`src/rtl/reg_write_arbiter.sv`:
```
// Round-robin write arbiter that owns the single write port of a shared holding register.
// Grants one requester per three-cycle IDLE -> WRITE -> ACK sequence; a software clear overrides requests.
module reg_write_arbiter #(
    parameter int N_REQ = 4,
    parameter int DW    = 8,
    parameter int OW    = $clog2(N_REQ)
) (
    input  logic                clk,
    input  logic                clr,
    input  logic [N_REQ-1:0]    req,
    input  logic [N_REQ*DW-1:0] data,
    input  logic                sw_clr,
    output logic [N_REQ-1:0]    ack,
    output logic [DW-1:0]       reg_out,
    output logic [OW-1:0]       owner,
    output logic                busy,
    output logic                lsb_n
);

    typedef enum logic [1:0] {
        IDLE  = 2'd0,
        WRITE = 2'd1,
        ACK   = 2'd2
    } state_e;

    state_e             state_q, state_d;
    logic [DW-1:0]      reg_q, reg_d;
    logic [N_REQ-1:0]   ack_q, ack_d;
    logic [OW-1:0]      owner_q, owner_d;
    logic [OW-1:0]      last_q, last_d;
    logic               clr_pend_q, clr_pend_d;
    logic               busy_q, busy_d;
    logic [DW-1:0]      sel_data;
    logic [OW-1:0]      rr_win;

    // Search starts just after the previous winner and wraps modulo N_REQ.
    function automatic logic [OW-1:0] rr_pick(input logic [N_REQ-1:0] r,
                                              input logic [OW-1:0]    last);
        logic [OW-1:0] win;
        logic [OW-1:0] idx;
        logic          found;
        win   = '0;
        found = 1'b0;
        for (int k = 1; k <= N_REQ; k++) begin
            idx = OW'((int'(last) + k) % N_REQ);
            if (!found && r[idx]) begin
                win   = idx;
                found = 1'b1;
            end
        end
        return win;
    endfunction

    always_comb begin
        sel_data = data[0 +: DW];
        for (int i = 0; i < N_REQ; i++) begin
            if (owner_q == OW'(i)) sel_data = data[i*DW +: DW];
        end
    end

    assign rr_win = rr_pick(req, last_q);

    always_comb begin
        state_d    = state_q;
        reg_d      = reg_q;
        ack_d      = '0;
        owner_d    = owner_q;
        last_d     = last_q;
        clr_pend_d = clr_pend_q;
        case (state_q)
            IDLE: begin
                if (sw_clr) begin
                    clr_pend_d = 1'b1;
                    state_d    = WRITE;
                end else if (req != '0) begin
                    owner_d = rr_win;
                    last_d  = rr_win;
                    state_d = WRITE;
                end
            end
            WRITE: begin
                if (clr_pend_q) begin
                    reg_d      = '0;
                    clr_pend_d = 1'b0;
                end else begin
                    reg_d = sel_data;
                    ack_d = N_REQ'(1) << owner_q;
                end
                state_d = ACK;
            end
            ACK: begin
                state_d = IDLE;
            end
            default: begin
                state_d = IDLE;
            end
        endcase
        busy_d = (state_d != IDLE);
    end

    always_ff @(posedge clk or posedge clr) begin
        if (clr) begin
            state_q    <= IDLE;
            reg_q      <= '0;
            ack_q      <= '0;
            owner_q    <= '0;
            last_q     <= OW'(N_REQ - 1);
            clr_pend_q <= 1'b0;
            busy_q     <= 1'b0;
        end else begin
            state_q    <= state_d;
            reg_q      <= reg_d;
            ack_q      <= ack_d;
            owner_q    <= owner_d;
            last_q     <= last_d;
            clr_pend_q <= clr_pend_d;
            busy_q     <= busy_d;
        end
    end

    assign ack     = ack_q;
    assign reg_out = reg_q;
    assign owner   = owner_q;
    assign busy    = busy_q;
    assign lsb_n   = ~reg_q[0];

endmodule

```
`config.mk`:
```
export PLATFORM = sky130hd
export DESIGN_NAME = reg_write_arbiter
export DESIGN_NICKNAME = d
export VERILOG_FILES = /design/src/rtl/reg_write_arbiter.sv
export SDC_FILE = /design/constraint.sdc
export NUM_CORES = 1
export LEC_CHECK = 0
export CORE_MARGIN = 1
export CORE_UTILIZATION = 35
export DETAILED_ROUTE_END_ITERATION = 7
export PLACE_DENSITY = 0.75
export SYNTH_ARGS = -nofsm -noshare
export SYNTH_HDL_FRONTEND = slang
export SYNTH_SLANG_ARGS = --single-unit
```
`constraint.sdc`:
```
create_clock -name clk -period 1.3 [get_ports clk]
set_input_delay 0.39 -clock clk [delete_from_list [all_inputs] [get_ports clk]]
set_output_delay 0.39 -clock clk [all_outputs]
set_load 0.05 [all_outputs]
```
# == After elaboration in Yosys (flattened, before gate mapping) ==
# Cells that the tools add are included.
# totals
ff_bits,20
out_inout_bits,16
elab_cells,61
# classes
n_addsub,4
order_cmp,4
eq_ne,5
shift,1
n_mux,26
bitwise_logic,2
reduce_logical,12
# ops
op,n
$mux 8,4
$lt 2x3->1 const B,4
$mux 2,6
$bmux 1 s2,4
$mux 1,8
$mux 4,2
$add 2x1->2 const B,2
$add 2x2->2 const B,2
$eq 2x1->1 const B,2
$eq 2x2->1 const B,2
$pmux 2 s2,1
$reduce_bool 2->1,2
$reduce_bool 4->1,1
$shl 1x2->4 const A,1
$logic_and 1x1->1,3
$logic_not 1->1,3
$reduce_and 3->1,1
$logic_not 2->1,1
$ne 2x2->1 const B,1
$not 1->1,2
$pmux 1 s2,1
$reduce_and 2->1,1

# == Logic depth before layout (Yosys ltp) ==
# logic_depth
depth_word,13
depth_mapped,4

# == Worst setup path before layout ==
# No wires, ideal clock.
# synth_path
path_kind,register to register
start,reg owner_q[0] (netlist: owner[0])
end,reg reg_q[1] (netlist: reg_out[1])
setup_ns,0.121
arrival_time_ns,1.632
path_slack_ns,-0.453
path_stages_with_launch,4
path_buffers,1
path_cell_list,dfrtp_1 > buf_6 > mux4_2 > a22o_1
# synth_between
elab_chain_len,5
word_cells_on_any_way,7
# synth_lines
element,line,source
start: declaration,29,"logic [OW-1:0] owner_q, owner_d;"
start signal: assignment,114,owner_q <= owner_d;
$eq 2x1->1,57,if (owner_q == OW'(i)) sel_data = data[i*DW +: DW];
$mux 8 (2 in series),57,
$mux 8 (*),57,
$mux 8 (*),82,if (clr_pend_q) begin
end signal: assignment,112,reg_q <= reg_d;
end: declaration,27,"logic [DW-1:0] reg_q, reg_d;"
# Mark *: on every way between the ends. The rest lies on a longest branch, timed or not.
# A chain may end at the register's enable or synchronous reset.

# == Final worst setup path ==
# layout_path
start,reg owner_q[0] (netlist: owner[0])
end,out owner[0]
# layout_rtl
element,line,source
end: declaration,15,"output logic [OW-1:0] owner,"
# No word-level cell between the ends.

==> results.cfg <==
[clock_tree]
clk_pin_slew_ps = 120
clockRootBuffer = clkbuf_4
numCtsBuffers = 3
htree_levels = 1
clock_latency_ps = 310
tritoncts = built
numClockSinks = 20
cts_buffer_depth = 2
postCtsHoldBufs = 0

[critical_path]
cp-endpoint = owner[0]
crit_type = register to primary output
cp.required_ps = 910
start_kind = register
worstSetupEndpointType = primary output
r2r-end = reg_out[7]
rrSetupSlack_ps = -130
startpoint = owner[0]
reg2reg_from = owner[0]
crit_path_max_fanout = 4
worstRegToRegCells = 3
cp.arrival_ps = 1090

[global_routing]
antenna_found_initial = 0
grt_pass1_wl_um = 5200
grt_pass1_vias = 1135
grt.overflow.total = 0
track_usage = 0.220
grt_max_degree = 13

[route]
viasPerCell = 5.35
drtIter0Drc = 36
antenna_left = 0
route.detailed.drc = 18
drt-pass1-iter-count = 6
vias = 1075
wl_per_cell_um = 17.0
finalWirelength_um = 3410

[yosys]
synth_area_per_cell_um2 = 12.3
yosysTopAreaCell = dfrtp_1
seq_area_frac_synth = 0.481
netlist_top_cells_area = dfrtp_1 43%, mux4_2 17%, a22o_1 5.9%
yosys_register_bits = 20
synthCells = 85
netlist_area_um2 = 1050
yosysTopAreaCellShare = 0.431
synth_warnings = 0
ys_types = 31
synthesis.nets = 124

[placement]
hpwl_um = 2320
place_congestion = 0.742
port_buffers = 54
place_inst = 185

[timing]
fin_ws_ps = -178
setup_viol = 16
finalCritPeriodShare = 1.14
setup_tns_ps = -1550
hold_viol_final = 0
fmax_ghz = 0.677
grt_setup_unrepaired = yes
final_max_slew_viol_count = 0
finalCriticalPeriod_ps = 1480
tightest_slew_ps = 296
finClkSkew_ps = 10.8
slew_headroom = 0.803

[power_and_ir_drop]
clockPowerShare = 0.105
swShare = 0.401
switchingPower_uw = 1940
vdd_drop_max_mv = 1.40
internal_power_uw = 2910
power_density_nw_per_um2 = 2250
seqPwrFrac = 0.243
comb_power_share = 0.652
leakage_uw = 0.000928

[run]
max_cap_viol_count = 0

[floorplan]
die_area_um2 = 3210
ios = 55
core_um2 = 2810
die-width_um = 56.7
fp.dieH_um = 56.7
num_rows = 19
start_util = 0.373

[finish]
post-route-util = 0.768
fill_cells = 170
layout_commonest_cell = clkdlybuf4s50_1
finalNetCount = 210
stdcell_count = 201
n_antenna_cell = 0
area_growth_pct = 106
final_cell_mix = 33 x clkdlybuf4s50_1, 26 x buf_4, 16 x buf_12
drive_gt1_frac = 0.471

[worst_hold_path]
worst_hold_path_type = input port to async pin

[status]
status = finished, violations left
violations = DRC, setup timing
==> critical path, cell delays in order (launching register included) <==
cell	delay, ps
dfrtp_4	520
buf_6	130
buf_12	130
==> how the worst min path moves through the flow <==
stage	slack [ps]	cells after the start	endpoint
after floorplan	350	1	ack[0]
after global placement	480	1	ack[0]
after CTS	260	2	owner[1]
after global routing	270	2	owner[1]
after detailed placement	500	1	ack[0]
final	260	2	owner[1]
==> cells in the mapped netlist, drive strengths merged <==
library cell and number:
and3 1, nor3 1, and4bb 1, nand2 5
inv 5, clkbuf 1, a221oi 1, or4 1
a21boi 1, nor2b 2, o31ai 1, a21oi 5
dfrtp 18, buf 2, mux4 8, nor4 3
or2b 1, nand2b 1, a22o 7, dfstp 2
or2 1, o21bai 2, a211oi 2, nor4b 1
o21ai 1, or3b 1, nor2 9, nor3b 1
==> layout make-up <==
class                      count  area (um^2)  area share
timing repair buffer          84          936       0.434
tap                           31         38.8      0.0180
clock buffer                   3         22.5      0.0105
inverter                       5         22.5      0.0105
multi-input combinational     57          596       0.276
clock inverter                 1         30.0      0.0139
sequential                    20          509       0.236
==> power by group through the flow <==
stage               Sequential [uW]  Clock, uW  Combinational (uW)
global placement               1260          0                2510
global route                   1200        537                3320
floorplan                      1640          0                 902
detailed placement             1280          0                2560
finish                         1180        511                3160
CTS                            1160        515                2970
==> cell families (layout without fill, tap and decap cells) <==
kind of cell,Yosys count,after routing,synth area share
buffers and inverters,8,93,0.0359
AND/OR/NAND/NOR,29,29,0.163
AO/OA/AOI/OAI,20,20,0.148
flip-flops,20,20,0.481
multiplexers,8,8,0.172
==> flip-flops by register name (all words and copies together), names as in the netlist <==
name        flops
busy            1
state_q         2
reg_out         8
ack             4
clr_pend_q      1
owner           2
last_q          2
==> metrics by stage <==
step                power, uW  hold WS [ps]  instance area (um^2)  setup slack (ps)
floorplan                2540           352                  1060              -243
global placement         3770           481                  1920              -561
detailed placement       3840           501                  1920              -614
CTS                      4650           261                  2070              -163
global route             5060           268                  2150              -187
finish                   4850           259                  2150              -178
==> routing by layer <==
layer | GRT usage | up-vias | part of all wire
met2 | 0.372 | 53 | 0.51
li1 | - | 490 | -
met4 | 0.118 | 0 | 0.025
met1 | 0.256 | 524 | 0.38
met5 | 0 | - | 0
met3 | 0.0530 | 8 | 0.086
==> repair_timing <==
action                                  CTS  global route
endpoints found under the setup margin   17            29
hold endpoints to repair                  0             0
setup buffers                             8             3
cloned                                    0             1
gates resized for setup                  16            12
pin swaps                                 6             2
(Power assumes the default switching activity.)
